$ cat src/rtl/pc_generator.sv
// Program counter generator: issues one {epoch, pc} fetch beat per handshake and
// applies writeback redirects, bumping the epoch and pulsing flush on each one.
module pc_generator #(
    parameter int unsigned     XLEN     = 32,
    parameter logic [XLEN-1:0] RESET_PC = 32'h8000_0000,
    parameter int unsigned     EPOCH_W  = 2
) (
    input  logic                    clk,
    input  logic                    rst,
    input  logic                    wbpcg_tvalid,
    output logic                    wbpcg_tready,
    input  logic [XLEN-1:0]         wbpcg_tdata,
    output logic                    pcgif_tvalid,
    input  logic                    pcgif_tready,
    output logic [EPOCH_W+XLEN-1:0] pcgif_tdata,
    output logic                    flush
);

    typedef enum logic [0:0] {StBoot, StRun} state_e;

    state_e              state_q, state_d;
    logic                vld_q, vld_d;
    logic [XLEN-1:0]     pc_q, pc_d;
    logic [EPOCH_W-1:0]  tag_q, tag_d;
    logic [EPOCH_W-1:0]  epoch_q, epoch_d;
    logic                pend_vld_q, pend_vld_d;
    logic [XLEN-1:0]     pend_pc_q, pend_pc_d;
    logic                flush_q, flush_d;

    logic                slot_free;
    logic                redir_hs;
    logic                out_hs;
    logic [XLEN-1:0]     target;
    logic [EPOCH_W-1:0]  epoch_inc;

    // Redirect targets are word aligned, the low bits are dropped.
    logic unused_tdata_lsb;
    assign unused_tdata_lsb = ^wbpcg_tdata[1:0];

    assign target       = {wbpcg_tdata[XLEN-1:2], 2'b00};
    assign epoch_inc    = epoch_q + EPOCH_W'(1);
    assign slot_free    = !vld_q || pcgif_tready;
    assign wbpcg_tready = (state_q == StRun) && !pend_vld_q;
    assign redir_hs     = wbpcg_tvalid && wbpcg_tready;
    assign out_hs       = vld_q && pcgif_tready;

    assign pcgif_tvalid = vld_q;
    assign pcgif_tdata  = {tag_q, pc_q};
    assign flush        = flush_q;

    always_comb begin
        state_d    = state_q;
        vld_d      = vld_q;
        pc_d       = pc_q;
        tag_d      = tag_q;
        epoch_d    = epoch_q;
        pend_vld_d = pend_vld_q;
        pend_pc_d  = pend_pc_q;
        flush_d    = 1'b0;

        unique case (state_q)
            StBoot: begin
                state_d = StRun;
                vld_d   = 1'b1;
            end
            StRun: begin
                if (redir_hs) begin
                    epoch_d = epoch_inc;
                    flush_d = 1'b1;
                    if (slot_free) begin
                        // Bypass: the target replaces pc+4 in the same cycle.
                        vld_d = 1'b1;
                        pc_d  = target;
                        tag_d = epoch_inc;
                    end else begin
                        pend_vld_d = 1'b1;
                        pend_pc_d  = target;
                    end
                end else if (out_hs) begin
                    vld_d = 1'b1;
                    tag_d = epoch_q;
                    if (pend_vld_q) begin
                        pc_d       = pend_pc_q;
                        pend_vld_d = 1'b0;
                    end else begin
                        pc_d = pc_q + XLEN'(4);
                    end
                end
            end
            default: state_d = StBoot;
        endcase
    end

    always_ff @(posedge clk or negedge rst) begin
        if (!rst) begin
            state_q    <= StBoot;
            vld_q      <= 1'b0;
            pc_q       <= RESET_PC;
            tag_q      <= '0;
            epoch_q    <= '0;
            pend_vld_q <= 1'b0;
            pend_pc_q  <= '0;
            flush_q    <= 1'b0;
        end else begin
            state_q    <= state_d;
            vld_q      <= vld_d;
            pc_q       <= pc_d;
            tag_q      <= tag_d;
            epoch_q    <= epoch_d;
            pend_vld_q <= pend_vld_d;
            pend_pc_q  <= pend_pc_d;
            flush_q    <= flush_d;
        end
    end

endmodule

$ cat config.mk
export PLATFORM = sky130hd
export DESIGN_NAME = pc_generator
export DESIGN_NICKNAME = d
export VERILOG_FILES = /design/src/rtl/pc_generator.sv
export SDC_FILE = /design/constraint.sdc
export NUM_CORES = 1
export LEC_CHECK = 0
export ABC_AREA = 1
export BUFFER_PORTS_ARGS = -buffer_cell sky130_fd_sc_hd__buf_2
export CAP_MARGIN = 10
export CORE_UTILIZATION = 35
export DETAILED_ROUTE_END_ITERATION = 10
export PLACE_DENSITY_LB_ADDON = 0.1
export SKIP_CTS_REPAIR_TIMING = 1
export SLEW_MARGIN = 0
export SYNTH_ARGS = -nofsm -noshare
export SYNTH_HDL_FRONTEND = slang
export SYNTH_SLANG_ARGS = --single-unit
$ cat constraint.sdc
create_clock -name clk -period 1.3 [get_ports clk]
set_input_delay 0.13 -clock clk [delete_from_list [all_inputs] [get_ports clk]]
set_output_delay 0.13 -clock clk [all_outputs]
set_load 0.02 [all_outputs]
# Word-level counts from Yosys, hierarchy flattened
# Index checks and enable logic that the tools add are counted.
dict set report word_totals {
  inputBits 36
  regBits 70
  output_inout_bits 37
  elab_cells 44
}
dict set report op_classes {
  bitwise 2
  n_addsub 2
  mux 16
  eq_ne 4
  n_reduce_logical 12
}
# cell count
set op_table {}
lappend op_table {{$mux 32} 4}
lappend op_table {{$add 32x3->32 const B} 1}
lappend op_table {{$reduce_and 3->1} 3}
lappend op_table {{$mux 1} 8}
lappend op_table {{$mux 2} 3}
lappend op_table {{$ne 2x2->1 const B} 2}
lappend op_table {{$reduce_and 2->1} 2}
lappend op_table {{$logic_and 1x1->1} 3}
lappend op_table {{$ne 3x1->1 const B} 1}
lappend op_table {{$ne 3x3->1 const B} 1}
lappend op_table {{$add 2x1->2 const B} 1}
lappend op_table {{$logic_not 1->1} 2}
lappend op_table {{$not 1->1} 2}
lappend op_table {{$pmux 1 s2} 1}
lappend op_table {{$reduce_bool 2->1} 1}
lappend op_table {{$logic_or 1x1->1} 1}

# Longest topological paths before layout
# Gate-level depths: netlist of run 1.
dict set report depth {
  word_depth 5
  ltp_mapped 11
  depth_no_buf 11
}

# Worst setup path before layout of run 1
# No wires, ideal clock.
dict set report synth_path {
  path_type {reg2reg}
  startpoint {register pc_q[2]}
  endpoint {register pc_q[26]}
  synth_period_minus_slack_ns 1.644
  path_stages_with_launch 11
  slack_ns -0.344
  setup_time_ns 0.117
  n_path_buf 0
  required_ns 1.183
  arrival_ns 1.527
  path_cell_list {dfrtp_1 -> ha_1 -> nand2_1 -> nor2_1 -> nand2_2 -> nor2_2 -> nand3_1 -> nand3_1 -> nand2_1 -> nand2_1 -> nand2_1}
}
dict set report synth_between {
  elab_chain_cells 4
}
# item line
set synth_lines {}
lappend synth_lines {{start: declaration} 23} ;# logic [XLEN-1:0] pc_q, pc_d;
lappend synth_lines {{start signal: assignment} 107} ;# pc_q <= pc_d;
lappend synth_lines {{$add 32x3->32} 86} ;# pc_d = pc_q + XLEN'(4);
lappend synth_lines {{$mux 32} 82} ;# if (pend_vld_q) begin
lappend synth_lines {{$mux 32} 79} ;# end else if (out_hs) begin
lappend synth_lines {{$mux 32} 67} ;# if (redir_hs) begin
# No other way between the ends. The select of a mux whose other input is x is not followed.
# A chain may end at the register's enable or synchronous reset.

# Final worst setup path of run 1
dict set report layout_path {
  startpoint {register pc_q[3]}
  endpoint {register pc_q[26]}
}
# The elaborated chain is that of the path after synthesis.

==> results of run 1 <==
==> area by class of cell <==
| type | count | area (um^2) | area share |
|---|---|---|---|
| Multi-Input combinational cell | 467 | 2380 | 0.389 |
| Tap cell | 143 | 179 | 0.0293 |
| Clock inverter | 4 | 22.5 | 0.00369 |
| Clock buffer | 12 | 267 | 0.0436 |
| Sequential cell | 68 | 1720 | 0.282 |
| Timing Repair Buffer | 164 | 1270 | 0.209 |
| Inverter | 67 | 269 | 0.0440 |
==> synthesized netlist by cell type (all sizes together) <==
cell,n,area share
conb,2,0.0018
dfstp,1,0.0064
o211ai,3,0.0055
xor2,4,0.0086
nand2,241,0.22
o21ai,48,0.059
o21bai,6,0.011
buf,15,0.021
and2,2,0.0031
nor2,101,0.096
o22ai,1,0.0015
ha,1,0.0031
inv,67,0.061
dfrtp,67,0.41
xnor2,2,0.0043
a31oi,3,0.0046
a21oi,3,0.0064
nor3,1,0.0040
clkbuf,10,0.0092
nand3,44,0.054
nand3b,1,0.0018
or2,3,0.0046
==> state kept, by name, summed over array words and instances (netlist names) <==
signal,count
pc_q,30
pend_pc_q,30
epoch_q,2
tag_q,2
flush,1
pcgif_tvalid,1
pend_vld_q,1
state_q,1
==> cells by family (layout without fill, tap and decap cells) <==
kind of cell,after synthesis,count (layout)
AND/OR/NAND/NOR,393,393
buffers and inverters,92,247
flip-flops,68,68
AO/OA/AOI/OAI,64,64
XOR/XNOR,6,6
other,2,3
adder cells (fa/ha/maj),1,1
==> final timing paths <==
check / end / slack [ps] / cells after the start
hold / removal: pend_pc_q[9] / -2 / 3
min in group asynchronous: pend_pc_q[24] / 320 / 3
max in group asynchronous: pc_q[31] / 590 / 3
setup reg to reg: pc_q[26] / -200 / 10
setup / recovery: pc_q[26] / -200 / 10
hold reg to reg: pend_pc_q[10] / 470 / 2
==> placed cells by master, fill, tap and decap left out, types with 2 or more instances in the layout <==
cell,count
nor2_4,12
o21ai_1,19
a21oi_4,2
buf_4,71
nand2_2,25
buf_6,13
inv_1,62
a31oi_1,2
clkinv_2,3
o21ai_2,9
o211ai_1,3
o21ai_0,20
clkbuf_8,3
nand3_2,7
conb_1,3
nand2_1,206
o21bai_1,6
nand2_4,10
buf_2,66
buf_12,8
nand3_1,37
buf_8,3
or2_2,2
nor2_2,21
inv_2,2
and2_1,2
clkbuf_16,11
inv_8,2
dfrtp_1,51
nor2_1,68
dfrtp_2,16
xnor2_1,2
xor2_1,4
==> routing by layer <==
layer  part of all wire  GRT usage
met1               0.48      0.288
met2               0.46      0.343
met3              0.038     0.0394
met4              0.019     0.0912
met5                  0          0
==> report_power, final <==
group          switching (mW)  total, mW  internal, mW
clock network           0.963       2.40          1.44
logic                    1.87       3.36          1.49
registers               0.369       3.03          2.66
==> critical path, delay by kind of cell, from the launching register on <==
kind / cells / cell delay, ps
and+or+nand+nor: 9 / 840
DFF: 1 / 400
adders and majority gates: 1 / 160
==> flow_summary.ini, run 1 <==
[synth]
yosys.area_share.simple = 0.387
synth_compound_area_frac = 0.0877
ys_seq_elements = 68
synth_top_family_by_area = simple AND/OR/NAND/NOR gates
netlist_instances = 626
synth_xor_area_frac = 0.0128
yosys.area_share.adder = 0.00306
yosysWarnings = 0
synthMuxAreaShare = 0
ys_types = 29
yosysSeqAreaShare = 0.416
avgSynthCellArea_um2 = 6.54
synth_area_um2 = 4100

[global_route]
antenna_found_initial = 0
grt_max_degree = 69
grt_pass1_wl_um = 19700
grt.overflow.total = 0
grtUsageTotal = 0.216
grt_pass1_vias = 4097

[min_path]
hp-start = wbpcg_tdata[9]
hold_class = input pin to flip-flop

[setup_path]
cp.arrival_ps = 1740
start_kind = flip-flop
endpoint_kind = flip-flop
worstPathCellList = ha_4 -> nand2_4 -> nor2_4 -> nand2_4 -> nor2_4 -> nand3_1 -> nand3_1 -> nand2_1 -> nand2_1 -> nand2_1
cp_slowest_cell = dfrtp_2
critPathKind = flip-flop to flip-flop
crit_fanout = 6
timing.critical_path.mode_cell = nand2_1
rr_startpoint = pc_q[3]
cp-startpoint = pc_q[3]
max_stage_delay_ps = 400
cp_data_required_time_ps = 1530

[sta]
hold_viol = 1
setup_violations = 63
min_period_over_period = 1.16
fin_hold_ws_ps = -1.87
fin_crit_ps = 1500
slew_violations = 0
finClkSkew_ps = 5.43
fin_ws_ps = -205
rsz0062_at_grt = true
finalSetupTns_ps = -5600
fmax_ghz = 0.665

[floorplan]
initial_core_util = 0.359
design.core.area_um2 = 11400
ios = 73
chipWidth_um = 110
die-area_um2 = 12100
row_count = 39
die_y_um = 110

[route]
routedWlPerCell_um = 13.5
routed_wl_um = 12500
postRouteAntennaNets = 0
drc = 0
via_count = 4368
vias_per_cell = 4.72
dr.pass1.iters = 5
dr.first_iter.drc_count = 245

[clock_network]
clk_pin_slew_worst_paths_ps = 60
clock_path_buffers = 2
insertion_delay_ps = 340
cts-buffers-inserted = 9
cts_sinks = 68
cts_root_buf = clkbuf_16
htree_levels = 3
tritoncts = yes

[place]
placed_cell_area_um2 = 5260
place_hpwl_um = 8550
gp_congestion = 0.899
placed_cells = 893
place_ws_ps = -218
io_buffer_count = 68

[pwr]
power_mw = 8.79
p_leak_nw = 3.13
power.density_nw_per_um2 = 1440
vdd.ir_drop.worst_v = 0.000723

[finish]
areaGrowthSynthToFinish_pct = 49.2
fill_cells = 1130
final_cells = 925
final_layout_size_suffix_gt1_frac = 0.375
post-route-util = 0.535
num_antenna_cells = 0
design_area_um2 = 6110
final_net_count = 814

[run_status]
violations = hold timing, setup timing
status = finished with violations

[flow_run]
maxCapViolations = 0
Note: power is estimated with default switching activity, not from simulation.
==> inputs of run 2 (changes only) <==
--- a/config.mk
+++ b/config.mk
@@ -11,6 +11,7 @@
 export CORE_UTILIZATION = 35
 export DETAILED_ROUTE_END_ITERATION = 10
 export PLACE_DENSITY_LB_ADDON = 0.1
+export REMOVE_ABC_BUFFERS = 1
 export SKIP_CTS_REPAIR_TIMING = 1
 export SLEW_MARGIN = 0
 export SYNTH_ARGS = -nofsm -noshare
==> run 2 against run 1 <==
Against the previous run: the run still ends with hold timing, setup timing left; design area up 2.2%; final cell count up 0.11%; global-route usage fell by 0.94 points; hold slack worse by 3.4 ps; sequential share of layout area is 0.93 points lower; clock skew up 2.0 ps; clock-buffer cell count shrank 1.
==> flow_summary.ini, run 2 (synthesis results as in run 1) <==
[run_status]
status = finished with violations
violations = hold timing, setup timing

[pwr]
switching_share = 0.364
clock_power_share = 0.270
p_comb_frac = 0.396
p_leak_nw = 3.24
vdd.ir_drop.worst_v = 0.000964
p_int_mw = 5.70
power_switching_mw = 3.27
pwr-share-seq = 0.334
power.density_nw_per_um2 = 1440

[route]
postRouteAntennaNets = 0
dr.pass1.iters = 5
dr.first_iter.drc_count = 201
via_count = 4382
routed_wl_um = 13400
drc = 0
vias_per_cell = 4.73
routedWlPerCell_um = 14.5

[sta]
fin_hold_ws_ps = -5.23
finClkSkew_ps = 7.43
fin_crit_ps = 1550
fin_ws_ps = -251
slew_violations = 0
setup_violations = 64
min_period_over_period = 1.19
fmax_ghz = 0.645
hold_viol = 2
rsz0062_at_grt = true

[clock_network]
tritoncts = yes
cts_sinks = 68
clock_path_buffers = 2
cts-buffers-inserted = 9
cts_root_buf = clkbuf_16
insertion_delay_ps = 350
clk_pin_slew_worst_paths_ps = 60
htree_levels = 3

[finish]
fill_cells = 1119
areaGrowthSynthToFinish_pct = 52.5
final_layout_size_suffix_gt1_frac = 0.363
top_regs = pc_q (30), pend_pc_q (30)
mostFrequentLayoutCells = nand2_1, nor2_1, dfrtp_1, buf_4, buf_2
final_net_count = 815
register_area_um2 = 1700
mostFrequentLayoutCell = nand2_1
multi_input_area_um2 = 2410
num_antenna_cells = 0

[min_path]
hp-start = wbpcg_tdata[10]
min_to = pend_pc_q[10]
hold_class = input pin to flip-flop
hold_depth = 3

[place]
gp_congestion = 0.855
place_ws_ps = -319
io_buffer_count = 68
place_hpwl_um = 8140

[setup_path]
r2r_cells = 8
critPathKind = flip-flop to flip-flop
endpoint_kind = flip-flop
rr_startpoint = pc_q[3]
crit_fanout = 3
cp_data_required_time_ps = 1530
start_kind = flip-flop
r2r_slack_ps = -250
cp.arrival_ps = 1780
r2r-end = pc_q[4]

[floorplan]
die-area_um2 = 12100
ios = 73
die_y_um = 110
design.core.area_um2 = 11400
row_count = 39
initial_core_util = 0.359
chipWidth_um = 110

[global_route]
grt_pass1_wl_um = 18700
grt_max_degree = 69
grt.overflow.total = 0
antenna_found_initial = 0
grt_pass1_vias = 3725
grtUsageTotal = 0.206

[flow_run]
maxCapViolations = 0
-- run 2: cell types whose count changed in the layout (fill, tap and decap cells not counted), sizes merged --
cell	before	now
buf	161	156
clkinvlp	1	2
inv	67	66
clkbuf	14	19
bufinv	0	1
-- run 2: stage by stage --
step                      total power [mW]  cell area [um^2]  std cells  TNS [ps]   util
after floorplan                       4.54              3980        602    -66940      -
after global placement                5.89              5140        886     -7080  0.450
after detailed placement              5.94              5140        886     -8050  0.450
after CTS                             8.39              5430        902     -9130  0.475
after global routing                  9.55              6250        926    -14450  0.547
final                                 8.97              6250        926     -8970  0.547
-- run 2: worst max path at each step --
stage / from / endpoint / slack [ps] / cells after the start
2_1_floorplan: pend_vld_q / pend_pc_q[10] / -1220 / 6
3_5_place_dp: pc_q[2] / pc_q[18] / -320 / 10
6_report: pc_q[3] / pc_q[4] / -250 / 8
5_1_grt: pc_q[10] / pc_q[18] / -350 / 9
4_1_cts: pc_q[2] / pc_q[30] / -330 / 10
3_3_place_gp: pc_q[2] / pc_q[30] / -300 / 10
-- run 2: worst max-delay path, stage by stage (launching register included) --
cell     delay, ps
dfrtp_1        390
ha_2           210
buf_4          130
buf_6          110
or2_2          260
nand3_1         80
o21ai_1         70
nor2_1         100
o21ai_1         80
-- run 2: layout make-up --
cell class	instances	area share
repair buffers	165	0.224
well taps	143	0.0286
inverters	67	0.0437
clock buffers	11	0.0373
clock inverters	5	0.00841
multi-input cells	467	0.386
flip-flops and latches	68	0.273
-- run 2: per-layer routing --
layer | vias up | track usage | part of all wire
li1 | 2239 | - | -
met3 | 15 | 0.0529 | 0.046
met5 | - | 0 | 0
met2 | 88 | 0.310 | 0.45
met1 | 2040 | 0.291 | 0.49
met4 | 0 | 0.0620 | 0.018
-- run 2: power groups by stage --
stage | combinational, mW | clock, mW | sequential (mW)
after floorplan | 1.18 | 0 | 3.36
after global placement | 2.91 | 0 | 2.99
after detailed placement | 2.94 | 0 | 2.99
after CTS | 2.96 | 2.47 | 2.96
after global routing | 3.93 | 2.57 | 3.05
final | 3.55 | 2.43 | 3.00
